## config.mk

```make
export PLATFORM = sky130hd
export DESIGN_NAME = csi_rx_raw10_unpack
export DESIGN_NICKNAME = d
export VERILOG_FILES = /design/src/rtl/csi_rx_raw10_unpack.sv
export SDC_FILE = /design/constraint.sdc
export NUM_CORES = 1
export LEC_CHECK = 0
export ABC_CLOCK_PERIOD_IN_PS = 5600
export CORE_MARGIN = 10
export CORE_UTILIZATION = 58
export DETAILED_ROUTE_END_ITERATION = 12
export PLACE_DENSITY = 0.85
export SYNTH_ARGS = -nofsm -noshare
export SYNTH_HDL_FRONTEND = slang
export SYNTH_SLANG_ARGS = --single-unit
```

## constraint.sdc

```tcl
create_clock -name clock -period 5.6 [get_ports clock]
set_input_delay 1.12 -clock clock [delete_from_list [all_inputs] [get_ports clock]]
set_output_delay 1.12 -clock clock [all_outputs]
set_load 0.02 [all_outputs]
```

## src/rtl/csi_rx_raw10_unpack.sv

```systemverilog
// ---------------------------------------------------------------------------
// csi_rx_raw10_unpack
// Unpacks a CSI-2 RAW10 long-packet payload (two bytes per cycle) into groups
// of four 10-bit pixels, and keeps per-line pixel and per-frame line counts.
//
// Ports
//   clock            single clock for all logic
//   reset_n          asynchronous active-low reset
//   enable           high = run, low = freeze all state (strobes forced low)
//   payload_in       [7:0] earlier byte, [15:8] later byte
//   payload_valid    payload_in valid while a long packet is received
//   in_frame         high between frame start and frame end
//   pixel_out        P0=[9:0] P1=[19:10] P2=[29:20] P3=[39:30], held between strobes
//   pixel_valid      one-cycle strobe, pixel_out updated
//   line_end         one-cycle strobe after the payload ends
//   line_err         with line_end when the byte count was not a multiple of 5
//   pixels_per_line  pixel count of the last completed line (saturating)
//   frame_lines      lines completed in the current frame (saturating)
// ---------------------------------------------------------------------------
module csi_rx_raw10_unpack #(
    parameter int PIX_CNT_W  = 14,
    parameter int LINE_CNT_W = 12
) (
    input  logic                  clock,
    input  logic                  reset_n,
    input  logic                  enable,
    input  logic [15:0]           payload_in,
    input  logic                  payload_valid,
    input  logic                  in_frame,
    output logic [39:0]           pixel_out,
    output logic                  pixel_valid,
    output logic                  line_end,
    output logic                  line_err,
    output logic [PIX_CNT_W-1:0]  pixels_per_line,
    output logic [LINE_CNT_W-1:0] frame_lines
);

    // Byte accumulator: byte k lives at [8k+7:8k]; bytes at or above r_bc
    // are always zero so new bytes can be OR-ed in at position r_bc.
    logic [39:0]           r_acc;
    logic [2:0]            r_bc;
    logic                  r_in_line;
    logic                  r_in_frame_d;
    logic [39:0]           r_pix_out;
    logic                  r_pix_valid;
    logic                  r_line_end;
    logic                  r_line_err;
    logic [PIX_CNT_W-1:0]  r_pix_cnt;
    logic [PIX_CNT_W-1:0]  r_ppl;
    logic [LINE_CNT_W-1:0] r_frame_lines;

    logic                  w_v;
    logic                  w_eol;
    logic                  w_frame_rise;
    logic [55:0]           w_ext;
    logic [3:0]            w_bc_sum;
    logic [3:0]            w_bc_left;
    logic                  w_group;
    logic [39:0]           w_pix;
    logic [PIX_CNT_W:0]    w_pix_sum;
    logic [PIX_CNT_W-1:0]  w_pix_next;

    assign w_v          = payload_valid & enable;
    // A frozen (enable=0) cycle is never an end of line.
    assign w_eol        = enable & ~payload_valid & r_in_line;
    assign w_frame_rise = enable & in_frame & ~r_in_frame_d;

    assign w_ext     = {16'd0, r_acc} | ({40'd0, payload_in} << {r_bc, 3'b000});
    assign w_bc_sum  = {1'b0, r_bc} + 4'd2;
    assign w_bc_left = w_bc_sum - 4'd5;
    assign w_group   = w_v & (w_bc_sum >= 4'd5);

    // Pn[9:2] = Bn, Pn[1:0] = B4[2n+1:2n]
    always_comb begin
        w_pix = '0;
        for (int n = 0; n < 4; n++) begin
            w_pix[n*10 +: 10] = {w_ext[n*8 +: 8], w_ext[32 + 2*n +: 2]};
        end
    end

    assign w_pix_sum  = {1'b0, r_pix_cnt} + (PIX_CNT_W+1)'(4);
    assign w_pix_next = w_pix_sum[PIX_CNT_W] ? {PIX_CNT_W{1'b1}} : w_pix_sum[PIX_CNT_W-1:0];

    always_ff @(posedge clock or negedge reset_n) begin
        if (!reset_n) begin
            r_acc         <= '0;
            r_bc          <= '0;
            r_in_line     <= 1'b0;
            r_in_frame_d  <= 1'b0;
            r_pix_out     <= '0;
            r_pix_valid   <= 1'b0;
            r_line_end    <= 1'b0;
            r_line_err    <= 1'b0;
            r_pix_cnt     <= '0;
            r_ppl         <= '0;
            r_frame_lines <= '0;
        end else if (enable) begin
            r_in_frame_d <= in_frame;
            r_pix_valid  <= w_group;
            r_line_end   <= w_eol;
            r_line_err   <= w_eol & (r_bc != 3'd0);

            if (w_group) begin
                r_pix_out <= w_pix;
            end

            if (w_eol) begin
                // Leftover bytes of a short/odd line are dropped here.
                r_acc     <= '0;
                r_bc      <= '0;
                r_in_line <= 1'b0;
                r_ppl     <= r_pix_cnt;
                r_pix_cnt <= '0;
            end else if (w_v) begin
                r_in_line <= 1'b1;
                if (w_group) begin
                    r_acc     <= {32'd0, w_ext[47:40]};
                    r_bc      <= w_bc_left[2:0];
                    r_pix_cnt <= w_pix_next;
                end else begin
                    r_acc <= w_ext[39:0];
                    r_bc  <= w_bc_sum[2:0];
                end
            end

            // Frame start wins over a coincident end of line.
            if (w_frame_rise) begin
                r_frame_lines <= '0;
            end else if (w_eol && in_frame && !(&r_frame_lines)) begin
                r_frame_lines <= r_frame_lines + 1'b1;
            end
        end
    end

    // Strobes are held while frozen but masked, so each appears for exactly
    // one enabled cycle.
    assign pixel_out       = r_pix_out;
    assign pixel_valid     = r_pix_valid & enable;
    assign line_end        = r_line_end & enable;
    assign line_err        = r_line_err & enable;
    assign pixels_per_line = r_ppl;
    assign frame_lines     = r_frame_lines;

endmodule

```

Word-level counts from Yosys, hierarchy flattened
Index checks and enable logic that the tools add are counted.

Bits in registers: 128. Bits of input ports: 21. Output and inout port bits: 69.

Add/sub/neg operators: 4. Magnitude comparators: 1. Shift-type cells: 1. Multiplexer cells: 14. Bitwise logic cells: 13. Reductions and logical operators: 13.

Operators with widths (count): 2-to-1 mux 40 bit (3); 2-to-1 mux 14 bit (4); OR 40 x 48 -> 48 bit (1); << shifter 16 x 6 -> 48 bit (1); 2-to-1 mux 12 bit (2); adder 14 x 3 -> 15 bit, second input constant (1); adder 12 x 1 -> 12 bit, second input constant (1); AND reduction 12 bit (1); AND 1 bit (10); 2-to-1 mux 3 bit (3); AND reduction 2 bit (4); nonzero test 2 bit (3); adder 3 x 2 -> 4 bit, second input constant (1); >= comparator 4 x 3 -> 1 bit, second input constant (1); AND reduction 3 bit (1); nonzero test 3 bit (1); subtractor 3 bit, second input constant (1); logical AND 1 bit (2); 2-to-1 mux 1 bit (2); inverter 1 bit (2); logical NOT 1 bit (1).

Logic depth before layout (Yosys ltp)
Gate-level depths: netlist of run 1.

Depth after elaboration: 7. Gate-level depth with buffers: 11. Depth with buffers taken out: 7.

Least setup slack after synthesis of run 1
OpenSTA, ideal clock, no wires.

Path kind: input -> output. Start point: input enable. End point: output line_end. Arrival time: 1790 ps. Path slack: 2690 ps. Stages: 3. Path through: buf_2 -> clkbuf_1 -> and2_1.

Word-level cells in the longest chain between the ends: 1.

RTL lines: from (decl) (RTL line 26) `input logic enable,`; AND 1 bit (RTL line 139) `assign line_end = r_line_end & enable;`; to (decl) (RTL line 32) `output logic line_end,`.

Every way passes these cells.

Final worst setup path of run 1
Start point: input enable. End point: output pixel_valid.

Word-level cells in the longest chain between the ends: 1.

RTL lines: AND 1 bit (RTL line 138) `assign pixel_valid = r_pix_valid & enable;`; to (decl) (RTL line 31) `output logic pixel_valid,`.

Every way passes these cells.

==> flow_summary_export.csv, run 1 <==
group,metric,value,unit
floorplan,pin_count,90,
layout,ff_latch_area,3150,um2
synthesis,ys_ff_latch,126,
layout,fillers,619,
synthesis,synth_edf_count,0,
global_route,grt_usage,21.3,%
run_status,outcome,"finished, final reports clean",
sta,tns,0,ps
drt,drt_first_pass_iters,6,
setup_path,worstSetupPathType,"primary input to primary output",
pwr,power_switching,0.00135,W
clocking,cts_tree,"built",
floorplan,row_count,36,
global_route,grt_pass1_wl,24.8,mm
pwr,powerDensity,520,nW/um2
layout,syn_to_final_growth,27.1,%
min_path,hold_end,"pixel_out[31]",
clocking,clock-root-buffer,"clkbuf_8",
global_route,grt_pass1_vias,4908,
clocking,numCtsBuffers,17,
setup_path,cp_max_fo,18,
synthesis,syn-num-nets,593,
drt,routedWlPerCell,19.3,um
synthesis,yosysWarnings,0,
layout,final_util,75.3,%
sta,finalHoldViolCount,0,
clocking,hold_buffers,0,
setup_path,cp.arrival,2890,ps
layout,fin_nets,672,
floorplan,die_h,119,um
synthesis,synth_cell_type_count,60,
clocking,ctsResizeCount,0,
clocking,clk_pin_slew,60,ps
clocking,clkSinkCount,126,
global_route,grt_max_degree,82,
drt,via_per_inst,6.19,
sta,fmax,250,MHz
synthesis,synth.largest_area_cell,"dfrtp_1",
min_path,worstHoldStart,"pixel_out[31]",
sta,min_period,4010,ps
floorplan,core_area,9680,um2
drt,routed_wl,15.2,mm
setup_path,critPathLaunchType,"primary input",
pwr,leakagePower,3.28,nW
layout,num_antenna_cells,0,
sta,slew_violations,0,
sta,grt_setup_unrepaired,"no",
clocking,clockBufferDepth,2,
min_path,hold_depth,2,
synthesis,synth_area_leaders,"dfrtp_1, o21ai_0, a21oi_1, nand2_1, mux2_2",
drt,drc,0,
sta,fin_crit_sh,71.6,%
run,cap_violations,0,
synthesis,syn_inst,565,
floorplan,dieArea,14300,um2
synthesis,ys.flop_type,"dfrtp_1",
drt,antenna_left,0,
sta,tightest_slew,1280,ps
synthesis,syn_area,5740,um2
sta,slew_headroom,14.2,%
pwr,p_int,0.00243,W
global_route,grt-ovfl-total,0,
pwr,switching_share,35.7,%
setup_path,reg2reg_to,"r_pix_cnt[6]",
layout,drive_gt1_share,10.4,%
sta,setup_viol,0,
synthesis,avgSynthCellArea,10.2,um2
global_route,met1_usage,24.3,%
setup_path,timing.rr.start,"r_bc[0]",
min_path,hold_class,"flop to flop",
floorplan,initial_utilization,59.2,%
floorplan,die_x,119,um
pwr,ir_drop,296,uV
sta,worst_clock_skew,7.20,ps
synthesis,ys_seq_area_share,55.0,%
drt,dr_total_vias,4889,
synthesis,synthArstFlopShare,100,%
global_route,grt.busiest_layer,"met2",
clocking,ctsHtreeMaxLevel,4,
global_route,grtUsageMet2,36.3,%
global_route,use_met3,7.13,%
drt,drt-initial-drc-count,528,
place,routabilityCongestion,0.898,
pwr,seqPwrFrac,36.9,%
setup_path,rr_worst_depth,7,
setup_path,crit_required,4480,ps
pwr,p_comb_share,33.1,%
pwr,finalPower,0.00379,W
synthesis,synth.top_cell.area_share,55.0,%
pwr,clock_power_share,29.9,%
clocking,postCtsSetupBuffers,0,
layout,multi_input_area,2370,um2
place,post-dp-hpwl,10.2,mm
place,port_buffers,89,
global_route,antenna_found_initial,0,
setup_path,cp-end-kind,"primary output",
setup_path,regToRegSetupSlack,2070,ps
clocking,clock_latency,530,ps
-- stage by stage --
step	instance area, um2	cells	setup slack [ps]	hold slack, ps
after global routing	7290	790	1510	511
after floorplan	5740	565	2690	435
after global placement	6680	758	1670	450
final	7290	790	1590	470
after detailed placement	6680	758	1630	463
after CTS	7290	790	1600	476
-- area by class of cell --
class	instances	area share, %
clock buffer	18	5.73
tap	133	2.28
timing repair buffer	92	12.5
inverter	20	1.03
sequential	126	43.2
clock inverter	14	2.66
multi-input combinational	387	32.6
-- cells in the final DEF (no fill, tap or decap), types with 6 or more instances in the layout --
cell	n
a21oi_1	62
a222oi_1	8
a22o_1	10
a32o_1	9
clkbuf_16	16
clkdlybuf4s50_1	88
dfrtp_1	126
ha_1	6
inv_1	19
mux2_2	20
nand2_1	75
nand3_1	8
nand3b_1	10
nor2_1	34
nor3_1	6
o21ai_0	63
or3_1	6
-- power by group through the flow --
stage          clock network [W]  logic, W  registers (W)
2_1_floorplan                  0  0.000619        0.00149
3_3_place_gp                   0   0.00120        0.00138
3_5_place_dp                   0   0.00124        0.00140
4_1_cts                  0.00114   0.00126        0.00139
5_1_grt                  0.00118   0.00137        0.00143
6_report                 0.00113   0.00126        0.00140
-- registers in the layout, summed over array words and instances (netlist names) --
signal / count
pixel_out: 40
r_in_frame_d: 1
frame_lines: 12
r_acc: 40
pixels_per_line: 13
r_line_end: 1
r_pix_valid: 1
r_line_err: 1
r_in_line: 1
r_bc: 3
r_pix_cnt: 13
-- cell usage after synthesis, drive strengths merged (2+ instances only) --
cell type and number:
and4 2, ha 6, nor3b 2, and3 3
a21o 3, mux2 20, and2 4, nor3 7
or4 2, o311ai 2, nor2 34, or3 6
nor4 3, nand3b 10, clkbuf 21, a22o 10
o211a 2, mux2i 3, o31ai 2, dfrtp 126
a211o 2, a221o 2, nand4 5, buf 11
or2 2, o21a 2, o211ai 4, a32o 9
o21ai 64, nand3 9, and4b 2, a21oi 62
a222oi 8, nor2b 3, nand2 76, inv 19
-- cell families after synthesis --
| group | share of synthesized area [%] |
|---|---|
| AND/OR/NAND/NOR | 15.3 |
| XOR/XNOR | 0.305 |
| flip-flops | 55.0 |
| buffers and inverters | 3.75 |
| multiplexers | 4.45 |
| AO/OA/AOI/OAI | 19.6 |
| adder cells (fa/ha/maj) | 1.66 |
-- worst max-delay path, stage by stage --
cell             delay, ps
clkdlybuf4s50_1        910
and2_1                 250
clkdlybuf4s50_1        610
-- worst max-delay path by stage --
stage | startpoint | end
after floorplan | enable | line_end
after global placement | enable | pixel_valid
after detailed placement | enable | pixel_valid
after CTS | enable | pixel_valid
after global routing | enable | pixel_valid
final | enable | pixel_valid
-- layer usage --
layer | part of all wire, % | wire length, um | vias to the layer above
met2 | 51 | 7700 | 238
met3 | 8.1 | 1230 | 33
met5 | 0 | 0 | -
li1 | - | - | 2193
met1 | 39 | 5960 | 2425
met4 | 2.1 | 312 | 0
Power figures use the tool's default switching activity.
==> inputs of run 2 (changes only) <==
- ABC_CLOCK_PERIOD_IN_PS: 5600 -> 3900
- CORE_UTILIZATION: 58 -> 54
- PLACE_DENSITY: 0.85 -> 0.8
- clock period: 5.6 -> 3.9 ns (I/O delays scaled with it)
==> run 2 against run 1 <==
  * Combinational power is 45% higher
  * Critical path type is now flop to flop
  * Setup slack worse by 630 ps
  * Hold slack worse by 120 ps
  * Utilization is 4.8 points lower
  * Clock skew is 2.9 ps higher
  * Largest power group unchanged
  * Clock power is 28% higher
  * Via count is 2.4% lower
==> flow_summary_export.csv, run 2 (same netlist as run 1, synthesis figures left out) <==
group,metric,value,unit
clocking,ctsResizeCount,0,
global_route,grt_pass1_wl,23.2,mm
global_route,grt-ovfl-total,0,
global_route,grt_usage,19.2,%
setup_path,reg2reg_to,"r_pix_cnt[13]",
sta,setup_ws,961,ps
setup_path,crit_required,4270,ps
drt,drc,0,
floorplan,initial_utilization,55.6,%
drt,drt-initial-drc-count,472,
drt,route.met3.wl,1.11,mm
clocking,hold_buffers,0,
clocking,clock-root-buffer,"clkbuf_8",
floorplan,pin_count,90,
floorplan,die_h,123,um
pwr,powerDensity,722,nW/um2
sta,fin_crit_sh,75.4,%
run_status,outcome,"finished, final reports clean",
sta,grt_setup_unrepaired,"no",
place,port_buffers,89,
sta,finalHoldViolCount,0,
layout,final_util,70.5,%
sta,fmax,340,MHz
place,routabilityCongestion,0.879,
floorplan,core_area,10300,um2
place,dp.cells,765,
clocking,clock_latency,510,ps
min_path,hold_class,"primary input to async pin",
pwr,finalPower,0.00525,W
layout,final_common_cell,"dfrtp_1",
setup_path,cp-end-kind,"flop",
global_route,antenna_found_initial,0,
drt,antenna_left,0,
clocking,clkSinkCount,126,
layout,final_cell_mix,"dfrtp_1, clkdlybuf4s50_1, nand2_1",
place,pre_cts_ws,828,ps
run,cap_violations,0,
sta,worst_clock_skew,10.1,ps
drt,routedWlPerCell,18.1,um
clocking,clk_pin_slew,60,ps
pwr,leakagePower,3.29,nW
layout,drive_gt1_share,10.8,%
pwr,ir_drop,375,uV
layout,fin_nets,676,
floorplan,row_count,37,
setup_path,cp_max_fo,25,
setup_path,cp-startpoint,"r_bc[1]",
setup_path,rr_worst_depth,6,
floorplan,dieArea,15100,um2
drt,top_layer,"met4",
setup_path,regToRegSetupSlack,960,ps
clocking,postCtsSetupBuffers,0,
setup_path,worstSetupPathType,"flop to flop",
drt,routed_wl,14.4,mm
sta,slew_headroom,18.7,%
setup_path,timing.rr.start,"r_bc[1]",
layout,syn_to_final_growth,26.8,%
sta,tns,0,ps
sta,tightest_slew,1210,ps
drt,drt_first_pass_iters,6,
global_route,grt_pass1_vias,4600,
sta,slew_violations,0,
floorplan,die_x,123,um
sta,min_period,2940,ps
clocking,clockBufferDepth,2,
clocking,numCtsBuffers,17,
layout,finalNonFillerCells,796,
drt,wl_met2,7.02,mm
layout,num_antenna_cells,0,
global_route,grt_max_degree,66,
setup_path,cp.arrival,3300,ps
drt,met1Wirelength,5.92,mm
drt,via_per_inst,5.99,
sta,setup_viol,0,
place,post-dp-hpwl,10.0,mm
clocking,cts_tree,"built",
drt,dr_total_vias,4771,
setup_path,critPathLaunchType,"flop",
clocking,ctsHtreeMaxLevel,4,
run 2: area by class of cell:
class	instances	area, um2
flip-flops and latches	126	3150
clock inverters	10	90.1
fillers	726	3050
inverters	20	75.1
well taps	136	170
multi-input cells	387	2370
clock buffers	21	459
repair buffers	96	953
run 2: worst max path at each step:
| stage | to | slack, ps | cells past startpoint |
|---|---|---|---|
| detailed placement | r_pix_cnt[13] | 830 | 5 |
| finish | r_pix_cnt[13] | 960 | 6 |
| global placement | r_pix_cnt[13] | 950 | 5 |
| CTS | r_pix_cnt[13] | 980 | 6 |
| floorplan | r_acc[2] | 1320 | 9 |
| global route | r_pix_cnt[13] | 670 | 6 |
run 2: report_power, final:
part           internal (W)  total (W)  switching (W)
registers           0.00169    0.00197       0.000276
logic              0.000776    0.00183        0.00105
clock network      0.000888    0.00145       0.000564
total               0.00336    0.00525        0.00189
run 2: critical path, cell delays in order, from the launching register on:
cell,delay (ps)
dfrtp_1,760
inv_1,230
fa_1,470
a21boi_2,230
a21o_1,500
o311ai_0,420
o311ai_0,180
run 2: metal layers:
metal	GRT usage, %	up-vias
met2	31.7	182
met4	7.21	0
met5	0	-
li1	-	2204
met3	6.06	33
met1	23.1	2352
run 2: through the flow:
stage / cell area (um2) / hold WS (ps)
floorplan: 5740 / 435
global placement: 6730 / 456
detailed placement: 6730 / 455
CTS: 7270 / 379
global route: 7270 / 395
finish: 7270 / 349
==> inputs of run 3 (changes only) <==
- ABC_CLOCK_PERIOD_IN_PS: 3900 -> 2900
- clock period: 3.9 -> 2.9 ns (I/O delays scaled with it)
==> run 3 against run 2 <==
  * Via count rose by 4.3%
  * First-iteration DRC count rose by 11%
  * Clock power rose by 69%
  * Critical path depth rose by 1
  * Sequential share of layout area fell by 1.3 points
  * Final cell count rose by 1.6%
  * Combinational power rose by 40%
  * Hold slack got worse by 320 ps
  * Clock skew fell by 3.3 ps
  * Largest cell class unchanged
  * Highest routed layer unchanged
==> flow_summary_export.csv, run 3 (same netlist as run 1, synthesis figures left out) <==
group,metric,value,unit
clocking,numCtsBuffers,17,
sta,setup_ws,347,ps
sta,slew_violations,0,
setup_path,crit_required,3290,ps
setup_path,critPathLaunchType,"flop",
drt,routed_wl,15.4,mm
clocking,ctsHtreeMaxLevel,4,
place,routabilityCongestion,0.862,
pwr,powerDensity,1020,nW/um2
setup_path,cpMostUsedCell,"inv_1",
drt,drt_first_pass_iters,11,
layout,num_antenna_cells,0,
sta,grt_setup_unrepaired,"no",
min_path,hold_class,"primary input to async pin",
setup_path,cp_max_fo,17,
clocking,cts_tree,"built",
layout,fin_nets,688,
drt,routedWlPerCell,19.1,um
drt,top_layer,"met4",
sta,tns,0,ps
layout,syn_to_final_growth,30.7,%
global_route,grt-ovfl-total,0,
layout,final_cell_mix,"dfrtp_1, clkdlybuf4s50_1, nand2_1",
floorplan,dieArea,15100,um2
setup_path,crit_family,"compound AO/OA/AOI/OAI gates",
sta,tightest_slew,1190,ps
layout,finalNonFillerCells,809,
sta,setup_viol,0,
clocking,clock_latency,530,ps
clocking,clock-root-buffer,"clkbuf_8",
global_route,grt_usage,20.8,%
global_route,grt_pass1_vias,4957,
floorplan,die_x,123,um
floorplan,row_count,37,
drt,via_per_inst,6.15,
clocking,clk_pin_slew,60,ps
sta,slew_headroom,19.8,%
clocking,postCtsSetupBuffers,0,
setup_path,cp.arrival,2940,ps
global_route,antenna_found_initial,0,
clocking,clockBufferDepth,2,
floorplan,die_h,123,um
drt,met1Wirelength,5.99,mm
layout,final_common_cell,"dfrtp_1",
setup_path,crit_slowest_cell,"dfrtp_1",
clocking,clkSinkCount,126,
pwr,finalPower,0.00763,W
layout,drive_gt1_share,12.6,%
place,port_buffers,89,
place,dp.cells,777,
drt,wl_met2,7.71,mm
drt,drc,0,
sta,finalHoldViolCount,0,
sta,worst_clock_skew,6.76,ps
setup_path,regToRegSetupSlack,350,ps
clocking,hold_buffers,0,
setup_path,worstSetupPathType,"flop to flop",
setup_path,cp-end-kind,"flop",
floorplan,initial_utilization,55.6,%
pwr,ir_drop,561,uV
setup_path,cp_num_buf_inv,3,
place,pre_cts_ws,250,ps
sta,fin_crit_sh,88.0,%
setup_path,crit_chain,"inv_1, fa_1, a21boi_2, a21o_1, buf_4, a222oi_1, inv_1",
drt,drt-initial-drc-count,524,
floorplan,core_area,10300,um2
drt,route.met3.wl,1.39,mm
run,cap_violations,0,
sta,min_period,2550,ps
global_route,grt_max_degree,66,
setup_path,cpPeakStageDelay,500,ps
run_status,outcome,"finished, final reports clean",
place,post-dp-hpwl,10.5,mm
global_route,grt_pass1_wl,25.1,mm
pwr,leakagePower,3.41,nW
drt,antenna_left,0,
sta,fmax,392,MHz
floorplan,pin_count,90,
clocking,ctsResizeCount,0,
layout,final_util,72.6,%
drt,dr_total_vias,4978,
run 3: metrics by stage:
| step | hold WS, ps | instance area [um2] |
|---|---|---|
| global placement | 454 | 6820 |
| floorplan | 284 | 5740 |
| global route | 63.5 | 7500 |
| detailed placement | 455 | 6820 |
| CTS | 41.4 | 7500 |
| finish | 33.4 | 7500 |
run 3: worst register-to-register path: stages, from the launching register on:
cell and delay, ps:
dfrtp_1 500, inv_1 170, fa_1 460, a21boi_2 230, a21o_1 310, buf_4 240
a222oi_1 380, inv_1 120
run 3: worst paths after layout:
path                          startpoint            end  cells past startpoint
setup reg to reg                 r_bc[1]       r_acc[4]                      7
max in group asynchronous        reset_n      r_acc[29]                      2
hold / removal                   reset_n   r_pix_cnt[3]                      1
setup / recovery                 r_bc[1]       r_acc[4]                      7
min in group clock         pixel_out[21]  pixel_out[21]                      2
hold reg to reg            pixel_out[21]  pixel_out[21]                      2
run 3: where the power goes:
group	internal (W)	switching [W]
Combinational	0.00108	0.00148
Sequential	0.00228	0.000336
Clock	0.00166	0.000792
run 3: layer usage:
metal | vias to the layer above | track usage (%)
met5 | - | 0
met4 | 0 | 8.37
met3 | 42 | 6.15
met2 | 276 | 35.5
met1 | 2425 | 24.2
li1 | 2235 | -
run 3: layout make-up:
| type | instances | area [um2] |
|---|---|---|
| multi-input cells | 387 | 2370 |
| repair buffers | 108 | 1040 |
| inverters | 20 | 75.1 |
| fillers | 700 | 2830 |
| flip-flops and latches | 126 | 3150 |
| clock buffers | 17 | 414 |
| clock inverters | 15 | 268 |
| well taps | 136 | 170 |
